==> src/rtl/b2bcd_pkg.sv <==
// Shared encodings and constants for the sequential binary-to-BCD converter.
package b2bcd_pkg;

  typedef enum logic [1:0] {
    ST_IDLE  = 2'd0,
    ST_SHIFT = 2'd1,
    ST_DONE  = 2'd2
  } state_e;

  // Digits strictly above ADJ_THRESH get ADJ_OFFSET added before each shift.
  localparam logic [3:0] ADJ_THRESH = 4'd4;
  localparam logic [3:0] ADJ_OFFSET = 4'd3;

endpackage

==> src/rtl/b2bcd_digit_adj.sv <==
// Double-dabble digit correction: one BCD digit in, add-3-if-above-4 digit out.
module b2bcd_digit_adj
  import b2bcd_pkg::*;
(
  input  logic [3:0] digit_i,
  output logic [3:0] digit_o
);

  // 4-bit add wraps mod 16; legal digits 5..9 land on 8..12.
  always_comb begin
    digit_o = (digit_i > ADJ_THRESH) ? digit_i + ADJ_OFFSET : digit_i;
  end

endmodule

==> src/rtl/b2bcd_seq_ctrl.sv <==
// Iterative valid/ready binary-to-BCD converter, one operand bit per clock.
module b2bcd_seq_ctrl
  import b2bcd_pkg::*;
#(
  parameter int unsigned WIDTH = 8,
  parameter int unsigned DIGIT = 3
) (
  input  logic                 clk,
  input  logic                 rst,
  input  logic                 in_valid,
  output logic                 in_ready,
  input  logic [WIDTH-1:0]     Binary_code,
  output logic                 out_valid,
  input  logic                 out_ready,
  output logic [DIGIT*4-1:0]   BCD_code,
  output logic                 overflow,
  output logic                 busy
);

  localparam int unsigned CntW = $clog2(WIDTH + 1);
  localparam int unsigned AccW = DIGIT * 4;

  state_e          state_q, state_d;
  logic [CntW-1:0] cnt_q, cnt_d;
  logic [WIDTH-1:0] op_q, op_d;
  logic [AccW-1:0] acc_q, acc_d, acc_adj;
  logic            ovf_q, ovf_d;

  for (genvar g = 0; g < DIGIT; g++) begin : gen_adj
    b2bcd_digit_adj u_adj (
      .digit_i (acc_q[4*g +: 4]),
      .digit_o (acc_adj[4*g +: 4])
    );
  end

  always_ff @(posedge clk or posedge rst) begin
    if (rst) begin
      state_q <= ST_IDLE;
    end else begin
      state_q <= state_d;
    end
  end

  always_comb begin
    state_d = state_q;
    unique case (state_q)
      ST_IDLE:  if (in_valid) state_d = ST_SHIFT;
      ST_SHIFT: if (cnt_q == CntW'(1)) state_d = ST_DONE;
      ST_DONE:  if (out_ready) state_d = ST_IDLE;
      default:  state_d = ST_IDLE;
    endcase
  end

  always_comb begin
    in_ready  = (state_q == ST_IDLE);
    busy      = (state_q == ST_SHIFT);
    out_valid = (state_q == ST_DONE);
  end

  // Shift {acc, op} left; whatever falls off the accumulator top is a lost 10^DIGIT.
  always_comb begin
    cnt_d = cnt_q;
    op_d  = op_q;
    acc_d = acc_q;
    ovf_d = ovf_q;
    if (state_q == ST_IDLE && in_valid) begin
      cnt_d = CntW'(WIDTH);
      op_d  = Binary_code;
      acc_d = '0;
      ovf_d = 1'b0;
    end else if (state_q == ST_SHIFT) begin
      cnt_d = cnt_q - CntW'(1);
      op_d  = {op_q[WIDTH-2:0], 1'b0};
      acc_d = {acc_adj[AccW-2:0], op_q[WIDTH-1]};
      ovf_d = ovf_q | acc_adj[AccW-1];
    end
  end

  always_ff @(posedge clk or posedge rst) begin
    if (rst) begin
      cnt_q <= '0;
      op_q  <= '0;
      acc_q <= '0;
      ovf_q <= 1'b0;
    end else begin
      cnt_q <= cnt_d;
      op_q  <= op_d;
      acc_q <= acc_d;
      ovf_q <= ovf_d;
    end
  end

  assign BCD_code = acc_q;
  assign overflow = ovf_q;

endmodule

==> config.mk <==
export PLATFORM = sky130hd
export DESIGN_NAME = b2bcd_seq_ctrl
export DESIGN_NICKNAME = d
export VERILOG_FILES = /design/src/rtl/b2bcd_pkg.sv /design/src/rtl/b2bcd_digit_adj.sv /design/src/rtl/b2bcd_seq_ctrl.sv
export SDC_FILE = /design/constraint.sdc
export NUM_CORES = 1
export LEC_CHECK = 0
export BUFFER_PORTS_ARGS = -buffer_cell sky130_fd_sc_hd__buf_2
export CAP_MARGIN = 25
export CORE_UTILIZATION = 54
export DETAILED_ROUTE_END_ITERATION = 10
export PLACE_DENSITY = 0.84
export SLEW_MARGIN = 20
export SYNTH_ARGS = -nofsm -noshare
export SYNTH_HDL_FRONTEND = slang
export SYNTH_SLANG_ARGS = --single-unit
==> constraint.sdc <==
create_clock -name clk -period 1.9 [get_ports clk]
set_clock_uncertainty 0.2 [all_clocks]
set_input_delay 0.19 -clock clk [delete_from_list [all_inputs] [get_ports clk]]
set_output_delay 0.19 -clock clk [all_outputs]
set_load 0.03 [all_outputs]
---- Word level (Yosys, flattened, before mapping) ----
Cells that the tools add are included.
Widths: inputs -> output; s select.
operators by class
  add/subtract/negate cells ............... 4
  magnitude comparators ................... 3
  eq/ne operators ......................... 6
  muxes and demuxes ....................... 15
  bitwise logic cells ..................... 1
  reduce and logical (&&, ||, !) cells .... 4
operators with widths
  cell                 number
  $mux 12              2
  $mux 4               5
  $mux 8               2
  $add 4x2->4 const B  3
  $gt 4x3->1 const B   3
  $mux 2               3
  $pmux 2 s3           1
  $eq 4x1->1 const B   1
  $ne 2x1->1 const B   2
  $sub 4x1->4 const B  1
  $reduce_and 3->1     1
  $eq 2x1->1 const B   1
  $eq 2x2->1 const B   1
  $logic_not 2->1      1
  $mux 1               2
  $ne 2x2->1 const B   1
  $reduce_bool 2->1    1
  $logic_and 1x1->1    1
  $or 1x1->1           1
word-level totals
  register bits ........................... 27
  output and inout port bits .............. 16

---- Logic depth before layout (Yosys ltp) ----
  depth in word-level cells ............... 5
  depth in mapped cells ................... 5
  mapped depth without buffers ............ 5

---- Hierarchy ----
A second synthesis with hierarchy kept.
second synthesis, totals
  cell total of the unflattened synthesis .. 143
  area total of the unflattened synthesis .. 1480.2 um2
modules (own cells, without submodules)
  module           instances  cells an instance  area each (um2)
  b2bcd_seq_ctrl   1          98                 1168.6
  b2bcd_digit_adj  3          15                 103.8

---- Worst setup path after synthesis ----
OpenSTA, ideal clock, no wires.
  kind .................................... flip-flop to flip-flop
  start ................................... register state_q[1]
  end ..................................... register ovf_q, in the netlist overflow
  arrival time ............................ 1.450 ns
  data required time ...................... 1.576 ns
  path slack .............................. 0.126 ns
  cell stages (with the launch flop) ...... 5
  path buffers ............................ 1
  period minus slack after synthesis ...... 1.774 ns
  path through ............................ dfrtp_1 > buf_2 > nor2_1 > nand2_1 > a211o_1
on the way
  longest elaborated chain between the ends .. 3
  elaborated cells on any way between the ends .. 5
ends and longest elaborated chain
  element                                      line                  text
  from (decl)                                  b2bcd_seq_ctrl.sv:23  state_e state_q, state_d;
  from (signal assigned)                       b2bcd_seq_ctrl.sv:40  state_q <= state_d;
  $logic_not 2->1 (*)                          n/a
  net in_ready                                 b2bcd_seq_ctrl.sv:11  output logic in_ready,
  $logic_and 1x1->1 (*)                        b2bcd_seq_ctrl.sv:66  if (state_q == ST_IDLE && in_valid) begin
  $mux 1 or $reduce_bool 2->1 (tied branches)  n/a
  to (signal assigned)                         b2bcd_seq_ctrl.sv:89  ovf_q <= ovf_d;
  to (decl)                                    b2bcd_seq_ctrl.sv:27  logic ovf_q, ovf_d;
Mark *: on every way through the listed nets, which the timed path passes. The rest lies on a longest branch.
A chain may end at the register's enable or synchronous reset.

---- Worst setup path after layout ----
  start ................................... register state_q[1]
  end ..................................... output busy
on the way
  longest elaborated chain between the ends .. 1
ends and longest elaborated chain
  element     line                  text
  $eq 2x1->1  b2bcd_seq_ctrl.sv:56  busy = (state_q == ST_SHIFT);
  to (decl)   b2bcd_seq_ctrl.sv:17  output logic busy
Every way passes these cells.

==> metrics.cfg <==
[drt]
dr.pass1.iters = 4
drt_wl_total_um = 2930
ant_nets = 0
post_drt_via_cell_ratio = 5.77
vias = 1211
wl_per_cell_um = 13.9
route.detailed.drc = 0
drtIter0Drc = 28

[worst_setup_path]
start_kind = flip-flop
worst_ep_arrival_time_ns = 1.38
timing.critical_path.fanout_max = 12
worst-endpoint-required_ns = 1.51
setup.worst_path.class = flip-flop to primary output
critPathCaptureType = primary output

[synth]
synthCells = 146
synth-xor-area-share = 0.00622
yosys.area_share.simple = 0.179
synth-edff-count = 0
yosys.cell_types.count = 34
ys.flop_type = sky130_fd_sc_hd__dfrtp_1
ys_warnings = 0
asyncSetResetFlopFracSynth = 1.00
synth.mux.area_fraction = 0.0142
synth_sequential_area_ratio = 0.480
synth_top_family_by_area = compound AO/OA/AOI/OAI gates
synth_nets = 163
synth.cells.most_frequent = sky130_fd_sc_hd__dfrtp_1, sky130_fd_sc_hd__nand2_1, sky130_fd_sc_hd__o21ai_0
synthMostInstantiatedCell = sky130_fd_sc_hd__dfrtp_1
area_share_of_the_largest_cell_type_after_synthesis = 0.480
synth-compound-area-share = 0.215
synth.largest_area_cell = sky130_fd_sc_hd__dfrtp_1
synth_fa_ha_area_frac = 0.0444
yosys-top-cells-area = sky130_fd_sc_hd__dfrtp_1, sky130_fd_sc_hd__ha_1, sky130_fd_sc_hd__and3b_1
netlist_area_um2 = 1410
postSynthAreaPerCell_um2 = 9.65
synth-seq-cells = 27

[grt]
pin_count_of_the_biggest_net_entering_global_routing = 21
grt_first_pass_wirelength_um = 4770
antenna_found_initial = 0
first_global_vias = 1070
remaining_global_route_overflow = 0
grt_usage = 0.235

[pwr]
p_sw_mw = 1.42
switching_share = 0.472
pwr-share-clk = 0.082
leakage_nw = 0.816
p_per_area_nw_per_um2 = 1820
seq_power_share = 0.347
cellInternalPower_mw = 1.59
pwr-share-comb = 0.571
vdd.ir_drop.worst_uv = 1180

[finish]
area_growth_syn_to_layout_pct = 17.3
antenna-diode-count = 0
finalNetCount = 198
drive_gt1_frac = 0.222
multi_input_comb_area_um2 = 647
register_area_um2 = 676
nFillCells = 205

[placed_design]
port_bufs = 27
post-dp-hpwl_um = 2130
globalplace.congestion = 0.849

[clocking]
max-clock-path-buffers = 2
cts_root_buffer = sky130_fd_sc_hd__clkbuf_4
ctsHtreeMaxLevel = 1
cts_buffers = 3
cts_resized = 0
clock_slew_seen_by_the_registers_of_the_worst_setup_and_hold_paths_ns = 0.13
latest_clock_arrival_within_the_worst_skew_pair_ns = 0.33
clock_sink_count = 27
clock_tree_from_tritoncts = yes

[die]
design.die.area_um2 = 2820
core_region_area_um2 = 2480
ios = 28
start_util = 0.569
fp.dieW_um = 53.1
floorplan.rows = 18
floorplan.die.height_um = 53.1

[sta]
max_slew_headroom_at_the_worst_pin = 0.720
rsz0062_at_grt = no
layout_worst_path_cycle_share = 0.933
report.final.hold_viol_count = 0
hold_slack_ns = 0.0567
timing_max_transition_violations_final = 0
finalCriticalPeriod_ns = 1.77
achievable-frequency_mhz = 564
setup_viol_count_final = 0
worst_slew_pin_slew_ns = 0.420
setup_tns_ns = 0

[worst_hold_path]
hold_path.class = primary input to flip-flop

[status]
outcome = finished, final reports clean

[flow_run]
maxCapViolCount = 0

## layout make-up
cell class,count,area share
sequential,27,0.409
multi-input combinational,100,0.391
timing repair buffer,38,0.136
inverter,11,0.0250
tap,30,0.0227
clock buffer,4,0.0159
## cells in the final DEF (no fill, tap or decap), drive strengths merged, types with 2 or more instances in the layout
cell type,n
and3,2
o31ai,5
or4,3
nor3,4
mux2i,2
nor2,9
ha,5
clkbuf,4
o21a,3
nor2b,3
o22ai,3
nand2,14
buf,35
o311ai,3
a21oi,8
o21ai,12
inv,11
dfrtp,27
a32o,3
o32ai,3
and3b,7
dlygate4sd3,3
## sequential cells by signal (all words and copies together) (netlist names)
| name | count |
|---|---|
| BCD_code | 12 |
| overflow | 1 |
| state_q | 2 |
| op_q | 8 |
| cnt_q | 4 |
## logic make-up (layout without fill, tap and decap cells)
logic type	Yosys count	in the layout
xor gates and xnor gates	1	1
DFF	27	27
buffers and inverters	19	53
and+or+nand+nor	47	47
AOI/OAI and AO/OA	45	45
adders and majority gates	5	5
muxes	2	2
## worst paths after layout
check | start | end | slack [ns] | cells after the start
setup / recovery | state_q[1] | busy | 0.13 | 3
hold / removal | in_valid | state_q[0] | 0.06 | 3
setup reg to reg | BCD_code[8] | BCD_code[9] | 0.19 | 5
hold reg to reg | op_q[7] | op_q[7] | 0.31 | 2
max in group asynchronous | rst | op_q[3] | 0.76 | 4
min in group asynchronous | rst | BCD_code[6] | 0.16 | 3
## per-stage QoR
stage	instances	util	power [mW]	setup slack [ns]	cell area, µm²
5_1_grt	210	0.667	3.25	0.0175	1650
6_report	210	0.667	3.00	0.127	1650
3_3_place_gp	202	0.641	2.65	0.312	1590
4_1_cts	210	0.667	3.01	0.104	1650
2_1_floorplan	146	-	2.29	0.126	1410
3_5_place_dp	202	0.641	2.74	0.210	1590
## power groups by stage
| stage | clock (mW) | combinational, mW | sequential, mW |
|---|---|---|---|
| 3_5_place_dp | 0 | 1.69 | 1.05 |
| 5_1_grt | 0.277 | 1.90 | 1.08 |
| 6_report | 0.245 | 1.72 | 1.04 |
| 4_1_cts | 0.255 | 1.72 | 1.04 |
| 3_3_place_gp | 0 | 1.62 | 1.03 |
| 2_1_floorplan | 0 | 1.05 | 1.24 |
## metal layers
metal / track usage / vias up / part of all wire
li1: - / 595 / -
met1: 0.314 / 585 / 0.46
met2: 0.401 / 29 / 0.49
met3: 0.0259 / 2 / 0.039
met4: 0.0658 / 0 / 0.0092
met5: 0 / - / 0
## repair_timing
item,CTS,global route
hold buffers,3,0
endpoints found under the hold margin,11,0
buffers inserted,1,0
endpoints found under the setup margin,1,0
## critical path: stages, from the launching register on
cell	delay [ns]
sky130_fd_sc_hd__dfrtp_1	0.39
sky130_fd_sc_hd__nand2b_1	0.32
sky130_fd_sc_hd__inv_2	0.14
sky130_fd_sc_hd__buf_2	0.21
Note: power is estimated with default switching activity, not from simulation.
